`src/rtl/rgb_layer_mux.sv`:
```
// Registered N-layer priority compositor for the VGA pixel path: picks the
// highest-priority visible layer per pixel tick and tracks per-frame overlap.
module rgb_layer_mux #(
    parameter int                NUM_LAYERS = 4,
    parameter int                RGB_W      = 12,
    parameter logic [RGB_W-1:0]  BG_RGB     = '0,
    parameter int                FLASH_DIV  = 30,
    parameter int                IDX_W      = (NUM_LAYERS > 1) ? $clog2(NUM_LAYERS) : 1
) (
    input  logic                        clk,
    input  logic                        reset_n,
    input  logic                        pixel_tick,
    input  logic                        video_on,
    input  logic                        frame_tick,
    input  logic [NUM_LAYERS-1:0]       layer_on,
    input  logic [NUM_LAYERS*RGB_W-1:0] layer_rgb,
    input  logic [NUM_LAYERS-1:0]       layer_en,
    input  logic [NUM_LAYERS-1:0]       flash_mask,
    output logic [RGB_W-1:0]            rgb,
    output logic [IDX_W-1:0]            top_idx,
    output logic                        top_valid,
    output logic                        flash_phase,
    output logic                        collision
);

    localparam int CNT_W = $clog2(FLASH_DIV) + 1;
    localparam int VC_W  = $clog2(NUM_LAYERS + 1);

    logic [NUM_LAYERS-1:0] visible;
    logic                  win_found;
    logic [IDX_W-1:0]      win_idx;
    logic [RGB_W-1:0]      win_rgb;
    logic [VC_W-1:0]       vis_count;
    logic                  overlap_px;
    logic [CNT_W-1:0]      flash_cnt;
    logic                  overlap_acc;

    assign visible = layer_on & layer_en & ~(flash_mask & {NUM_LAYERS{flash_phase}});

    // Scan from lowest priority upward so the lowest visible index wins last.
    always_comb begin
        win_found = 1'b0;
        win_idx   = '0;
        win_rgb   = BG_RGB;
        vis_count = '0;
        for (int i = NUM_LAYERS - 1; i >= 0; i--) begin
            vis_count = vis_count + VC_W'(visible[i]);
            if (visible[i]) begin
                win_found = 1'b1;
                win_idx   = IDX_W'(i);
                win_rgb   = layer_rgb[i*RGB_W +: RGB_W];
            end
        end
    end

    assign overlap_px = pixel_tick & video_on & (vis_count >= VC_W'(2));

    // Output qualifier: top_valid=1 means top_idx names the layer that produced
    // rgb; the whole pixel stage only moves on cycles where pixel_tick=1.
    always_ff @(posedge clk or negedge reset_n) begin
        if (!reset_n) begin
            rgb       <= '0;
            top_idx   <= '0;
            top_valid <= 1'b0;
        end else if (pixel_tick) begin
            if (!video_on) begin
                rgb       <= '0;
                top_idx   <= '0;
                top_valid <= 1'b0;
            end else begin
                rgb       <= win_rgb;
                top_idx   <= win_idx;
                top_valid <= win_found;
            end
        end
    end

    always_ff @(posedge clk or negedge reset_n) begin
        if (!reset_n) begin
            flash_cnt   <= '0;
            flash_phase <= 1'b0;
        end else if (frame_tick) begin
            if (flash_cnt == CNT_W'(FLASH_DIV - 1)) begin
                flash_cnt   <= '0;
                flash_phase <= ~flash_phase;
            end else begin
                flash_cnt <= flash_cnt + 1'b1;
            end
        end
    end

    // An overlap on the frame_tick edge belongs to the frame being closed.
    always_ff @(posedge clk or negedge reset_n) begin
        if (!reset_n) begin
            overlap_acc <= 1'b0;
            collision   <= 1'b0;
        end else if (frame_tick) begin
            collision   <= overlap_acc | overlap_px;
            overlap_acc <= 1'b0;
        end else if (overlap_px) begin
            overlap_acc <= 1'b1;
        end
    end

endmodule

```
`config.mk`:
```
export PLATFORM = sky130hd
export DESIGN_NAME = rgb_layer_mux
export DESIGN_NICKNAME = d
export VERILOG_FILES = /design/src/rtl/rgb_layer_mux.sv
export SDC_FILE = /design/constraint.sdc
export NUM_CORES = 1
export LEC_CHECK = 0
export BUFFER_PORTS_ARGS = -buffer_cell sky130_fd_sc_hd__buf_2
export CORE_UTILIZATION = 48
export CTS_BUF_LIST = sky130_fd_sc_hd__clkbuf_16
export DETAILED_ROUTE_END_ITERATION = 8
export GPL_ROUTABILITY_DRIVEN = 1
export PLACE_DENSITY_LB_ADDON = 0.05
export SLEW_MARGIN = 15
export SYNTH_ARGS = -nofsm -noshare
export SYNTH_HDL_FRONTEND = slang
export SYNTH_SLANG_ARGS = --single-unit
```
`constraint.sdc`:
```
create_clock -name clk -period 5.14 [get_ports clk]
set_input_delay 1.542 -clock clk [delete_from_list [all_inputs] [get_ports clk]]
set_output_delay 1.542 -clock clk [all_outputs]
set_load 0.1 [all_outputs]
```
==> results of run 1 <==
==> placed cells by master (no fill, tap or decap), types with 3 or more instances in the layout <==
master     Yosys  routed
ha_1           3       3
clkbuf_16      0       3
dfrtp_1       24      24
o22ai_1       14      14
inv_1         16      16
a221oi_1       4       4
and2_1         4       4
xnor2_1        3       3
buf_2          2      81
a21oi_1        3       3
nand2_1        7       7
nand4_1        3       3
o32ai_1        3       3
o21ai_0        3       3
o32ai_2       10      10
a221oi_2      10      10
nor2_1         6       6
==> critical path, delay by kind of cell <==
kind            cells  cell delay, ps
simple gates        2             590
compound gates      2             460
fa+ha+maj           1             310
xor+xnor            1             240
buf+inv             1             100
==> layout make-up <==
class | count | area [µm²] | share of cell area, %
tap | 44 | 55.1 | 2.70
inverter | 16 | 60.1 | 2.94
multi-input combinational | 93 | 801 | 39.2
clock inverter | 1 | 30.0 | 1.47
sequential | 24 | 601 | 29.4
timing repair buffer | 83 | 420 | 20.6
clock buffer | 3 | 75.1 | 3.68
==> logic make-up after synthesis <==
group           synth area share [%]
compound gates                  36.4
xor+xnor                        2.27
fa+ha+maj                       2.43
buf+inv                         9.16
flops                           38.9
mux                             1.30
simple gates                    9.49
==> routing by layer <==
layer / track usage [%] / vias to the layer above / wire, µm
met3: 3.52 / 12 / 281
met2: 42.5 / 76 / 1790
li1: - / 704 / -
met5: 0 / - / 0
met4: 6.12 / 0 / 62
met1: 30.0 / 684 / 1730
==> path summary, 6_finish.rpt <==
| check | from | endpoint | slack [ps] | cells past startpoint |
|---|---|---|---|---|
| min reg2reg | overlap_acc | overlap_acc | 500 | 2 |
| min | overlap_acc | overlap_acc | 500 | 2 |
| max | flash_mask[0] | overlap_acc | 2030 | 7 |
| max reg2reg | flash_phase | overlap_acc | 2880 | 6 |
| max in group asynchronous | reset_n | flash_phase | 3530 | 1 |
| min in group asynchronous | reset_n | flash_cnt[4] | 1260 | 1 |
==> power groups by stage <==
stage          clock (W)  sequential (W)  combinational (W)
6_report        0.000220        0.000263           0.000356
2_1_floorplan          0        0.000405           0.000140
3_5_place_dp           0        0.000266           0.000353
3_3_place_gp           0        0.000264           0.000345
4_1_cts         0.000222        0.000263           0.000356
5_1_grt         0.000233        0.000269           0.000377
==> sequential cells by signal (all words and copies together), names as in the netlist <==
| name | cells |
|---|---|
| top_idx | 2 |
| overlap_acc | 1 |
| flash_phase | 1 |
| flash_cnt | 6 |
| rgb | 12 |
| collision | 1 |
| top_valid | 1 |
==> through the flow <==
stage          hold WS, ps  total power, W  instances  worst slack, ps
2_1_floorplan          456        0.000545        144             2050
3_3_place_gp           471        0.000608        260             1850
3_5_place_dp           477        0.000619        260             1790
4_1_cts                502        0.000841        264             2040
5_1_grt                538        0.000879        264             1930
6_report               501        0.000839        264             2030
==> results.md, run 1 <==
* Outcome: finished clean
* Seq pwr share at a little under a third
* Crit-path max FO at 14
* Initial DRC count at 74
* Area leader, netlist: dfrtp_1
* Cell with the most instances after synthesis: dfrtp_1
* Switching pwr at 0.000357 W
* Slowest CP cell: or2_1
* Area growth, synth to finish at 32.4%
* Ranking of synthesized cells by instance count: dfrtp_1, inv_1, o22ai_1
* Slew Limit Fails at 0
* CTS Root Cell: clkbuf_16
* Worst vdd ir at 0.000254 V
* Pre-antenna DRT Iters at 5
* Final Hold Vio Count at 0
* Inserted Clock Buffers at 3
* CTS tree: yes
* Sequential area share after synthesis at between 30% and 40%
* # DRC at 0
* Clk slew on worst S/H paths at approximately 60 ps
* Synth top area share at 38.9%
* Synthesized instance count at around 140
* Initial core utilization at 50.5%
* Logic pwr share at ~42%
* Layout Utilization at 66.9%
* Mean area per synthesized cell at roughly 11 µm²
* Worst-Margin Slew at roughly 850 ps
* First-pass GRT wire length at 6090 µm
* Final worst path period share at between 60% and 70%
* P_leak at just under 1 nW
* RSZ-0062 raised after global routing: false
* PD cells at 411 nW/µm²
* # hold bufs at CTS at 0
* Netlist cell types at 35
* Crit start category: input pin
* CTS resizes at 0
* Gpl congestion at between 0.7 and 0.8
* Achievable Freq at 321 MHz
* Pin count of the biggest net entering global routing at 25
* Die width at 58.7 µm
* Max-cap viol count at 0
* Htree depth at 1
* WL/cell at 14.6 µm
* #FFs+latches synth at 24
* Critical Path End Type: flop
* Cell Area, Placed at ~1900 µm²
* Area contributors post-synth: dfrtp_1, o32ai_2, a221oi_2
* DR vias/cell at between 5 and 6
* Hold Path Class: reg2reg
* Clk_lat worst skew at 250 ps
* Clock network fraction of total power at about a quarter
* Max_slew headroom at 43.7%
* Syn_nets at about 210
* Finish-stage setup viols at 0
* Setup_tns at 0 ps
* Hpwl dp at approximately 2700 µm
* Postcts setup bufs at 0
* Cell Chain, Critical Path: buf_2 -> and2_4 -> or2_1 -> xnor2_1 -> ha_1 -> a221oi_1 -> o31ai_1
* Max incr delay on CP at approximately 430 ps
* Clk_skew at about 1.7 ps
* Vias at roughly 1,500
* CP Class: in2reg
* WP data required at ~5300 ps
* CTS Sinks at 24
* Antenna-violating nets left at 0
* Vias in the first global route at 1,340
* Die Y at between 50 and 60 µm
* Cell Area, Synth at approximately 1500 µm²
* Ys async rst share at 100%
* Switch share at a little over two fifths
* Port bufs at between 80 and 90
* Share of cells above drive strength 1 at 50.5%
* Final nets at between 200 and 300
* WL final at between 3000 and 4000 µm
* Die Area at about 3400 µm²
* ANT cells at 0
* Max Root-Sink Buffers at 2
* Initial antenna violation count at 0
* All-Layer GR Usage at 23.7%
* GRT overflow at 0
* Yosys warns at 0
* CP arrival at about 3200 ps
* Post-layout min period at 3110 ps
* Int Pwr at a little under 0.0005 W
* Post-synth EDFFs at 0
* Core ar. at ~3000 µm²
* Layout fillers at approximately 260
* Core Rows at 20
* Design Area, Final at about 2000 µm²
* I/O pin count at 82
* Main synth FF type: dfrtp_1
Note: power is estimated with default switching activity, not from simulation.
==> run 2, diff against run 1 <==
--- a/config.mk
+++ b/config.mk
@@ -5,8 +5,9 @@
 export SDC_FILE = /design/constraint.sdc
 export NUM_CORES = 1
 export LEC_CHECK = 0
+export ABC_AREA = 1
 export BUFFER_PORTS_ARGS = -buffer_cell sky130_fd_sc_hd__buf_2
-export CORE_UTILIZATION = 48
+export CORE_UTILIZATION = 47
 export CTS_BUF_LIST = sky130_fd_sc_hd__clkbuf_16
 export DETAILED_ROUTE_END_ITERATION = 8
 export GPL_ROUTABILITY_DRIVEN = 1
==> constraint.sdc (replaced) <==
create_clock -name clk -period 2.99 [get_ports clk]
set_input_delay 0.897 -clock clk [delete_from_list [all_inputs] [get_ports clk]]
set_output_delay 0.897 -clock clk [all_outputs]
set_load 0.1 [all_outputs]
==> run 2 against run 1 <==
Setup slack worse by 1200 ps. Clock skew up 3.3 ps. Non-clock buffer count down 2. Register-to-register slack worse by 1700 ps. First-iteration DRC count up 69%. Synthesized area up 19%. Global-route usage down 1.6 points. Sequential power up 76%. Clock power up 74%. Critical path depth down 6. Largest cell class unchanged. Highest routed layer unchanged.
==> results.md, run 2 <==
* Hpwl dp at 3100 µm (+14%)
* Postcts setup bufs at 0 (unchanged)
* WL/cell at 10.5 µm (-28%)
* CP arrival at 1250 ps (-1980 ps)
* Clk_lat worst skew at 260 ps (about the same)
* Final worst setup slack at 848 ps (-1180 ps)
* Die Y at 64.6 µm (+10%)
* Post-layout min period at ~2100 ps
* Worst-Margin Slew at 534 ps (-311 ps)
* Worst vdd ir at 0.000585 V (+130%)
* RSZ-0062 raised after global routing: false
* Gpl congestion at 0.794 (+9.8%)
* Synth top area share at 32.6% (-6.3 points)
* Achievable Freq at 467 MHz
* CTS resizes at 0 (unchanged)
* Clk slew on worst S/H paths at 60 ps (about the same)
* Netlist cell types at 29 (-17%)
* I/O pin count at 82 (unchanged)
* Max Root-Sink Buffers at 2 (unchanged)
* DR vias/cell at 4.57 (-18%)
* Pin count of the biggest net entering global routing at 27 (+8.0%)
* Biggest register: rgb
* CTS Sinks at 24 (unchanged)
* Cell Area, Synth at 1840 µm² (+19%)
* Initial DRC count at 125 (+69%)
* Core Rows at 22 (+10%)
* WP data required at 2090 ps (-3170 ps)
* Slew Limit Fails at 0 (unchanged)
* Final worst path period share at a little under three quarters
* Crit-path max FO at 6 (-8)
* Initial antenna violation count at 0 (unchanged)
* Ranking of synthesized cells by instance count: nand2_1, inv_1, dfrtp_1, nand2_2, nand3_1
* Top delay family on crit path: flip-flops
* Placed Cells at 397 (+53%)
* ANT cells at 0 (unchanged)
* Most frequent cells in the layout: nand2_1, buf_2, inv_1, nand2_2, dfrtp_1
* Sequential area share after synthesis at 32.6% (-6.3 points)
* # hold bufs at CTS at 0 (unchanged)
* Design Area, Final at 2310 µm² (+13%)
* P_leak at 1.50 nW (+53%)
* Cell Chain, Critical Path: buf_2
* GRT overflow at 0 (unchanged)
* WP buf/inv at 1 (unchanged)
* All-Layer GR Usage at 22.1% (-1.6 points)
* Area leader, netlist: dfrtp_1
* Htree depth at 1 (unchanged)
* Area growth, synth to finish at 25.4%
* Dpl ws at 645 ps (-1140 ps)
* #FFs+latches synth at 24 (unchanged)
* Outcome: finished clean
* Final Hold Vio Count at 0 (unchanged)
* # DRC at 0 (unchanged)
* Inserted Clock Buffers at 3 (unchanged)
* Hold Path Class: reg2reg
* Clk_skew at 4.95 ps (+3.26 ps)
* Area contributors post-synth: dfrtp_1, nand2_1, nand2_2
* Die Area at 4170 µm² (+21%)
* Setup_tns at 0 ps (unchanged)
* Cell with the most instances after synthesis: nand2_1
* Finish-stage setup viols at 0 (unchanged)
* Die width at 64.6 µm (+10%)
* Layout Utilization at 62.1% (-4.8 points)
* Most frequent standard cell in the layout excluding fill and tap cells: nand2_1
* Vias in the first global route at 1,643 (+23%)
* Slowest CP cell: dfrtp_1
* Cell Area, Placed at 2200 µm² (+14%)
* Mean area per synthesized cell at 6.62 µm² (-38%)
* Critical Path End Type: primary output
* CTS Root Cell: clkbuf_16
* Fin cells at 401 (+52%)
* Post-synth EDFFs at 0 (unchanged)
* Main synth FF type: dfrtp_1
* First-pass GRT wire length at 7160 µm (+18%)
* Synthesized instance count at 278 (+93%)
* Core ar. at 3720 µm² (+22%)
* CTS tree: yes
* Port bufs at 81 (unchanged)
* WL final at 4210 µm (+9.1%)
* CP Class: reg2out
* Initial core utilization at 49.5% (-1.0 points)
* Final nets at 422 (+46%)
* Max reg flops at 12 (unchanged)
* Vias at 1,834 (+24%)
* Max incr delay on CP at 500 ps (+70 ps)
* Antenna-violating nets left at 0 (unchanged)
* PD cells at 669 nW/µm² (+63%)
* Syn_nets at 346 (+63%)
* Crit start category: flop
* Max_slew headroom at 64.4% (+21 points)
* Max-cap viol count at 0 (unchanged)
* Pre-antenna DRT Iters at 4 (-1)
* Share of cells above drive strength 1 at 36.0% (-14 points)
* Ys async rst share at 100% (unchanged)
* Regs by FF count: rgb (12), flash_cnt (6), top_idx (2)
* Yosys warns at 0 (unchanged)
-- run 2: changes by cell type after synthesis, sizes merged, moves of 5 or more --
cell and change:
nand2 +126, inv +36, a221oi -14, nand3 +13, o32ai -13, o22ai -12, o21ai +10, and2 -5
-- run 2: final timing paths --
check	startpoint	to	slack (ps)	cells past startpoint
setup / recovery	flash_phase	flash_phase	850	1
hold / removal	rgb[7]	rgb[7]	470	2
setup reg to reg	flash_phase	collision	1160	11
hold reg to reg	rgb[7]	rgb[7]	470	2
max in group asynchronous	reset_n	flash_cnt[5]	2020	1
min in group asynchronous	reset_n	rgb[7]	610	1
-- run 2: layout make-up --
class,count,area [µm²]
fillers,407,1410
multi-input cells,192,931
flip-flops and latches,24,601
repair buffers,81,405
inverters,52,205
clock buffers,3,75.1
well taps,48,60.1
clock inverters,1,30.0
-- run 2: metrics by stage --
step | hold slack (ps) | power, W
2_1_floorplan | 493 | 0.00104
3_3_place_gp | 459 | 0.00116
3_5_place_dp | 460 | 0.00116
4_1_cts | 477 | 0.00155
5_1_grt | 503 | 0.00164
6_report | 473 | 0.00154
-- run 2: logic make-up after synthesis --
group	share of synthesized area [%]
xor+xnor	2.38
simple gates	40.0
flops	32.6
buf+inv	16.8
fa+ha+maj	2.04
compound gates	6.12
-- run 2: power by group --
part	internal (W)	switching (W)	leakage, nW
clock network	0.000266	0.000115	0.0511
registers	0.000400	0.0000623	0.309
logic	0.000177	0.000523	1.14
-- run 2: metal layers --
metal	global-route usage (%)	share of wire (%)
met1	28.1	45
met2	40.9	49
met3	3.17	5.4
met4	1.67	0.24
met5	0	0
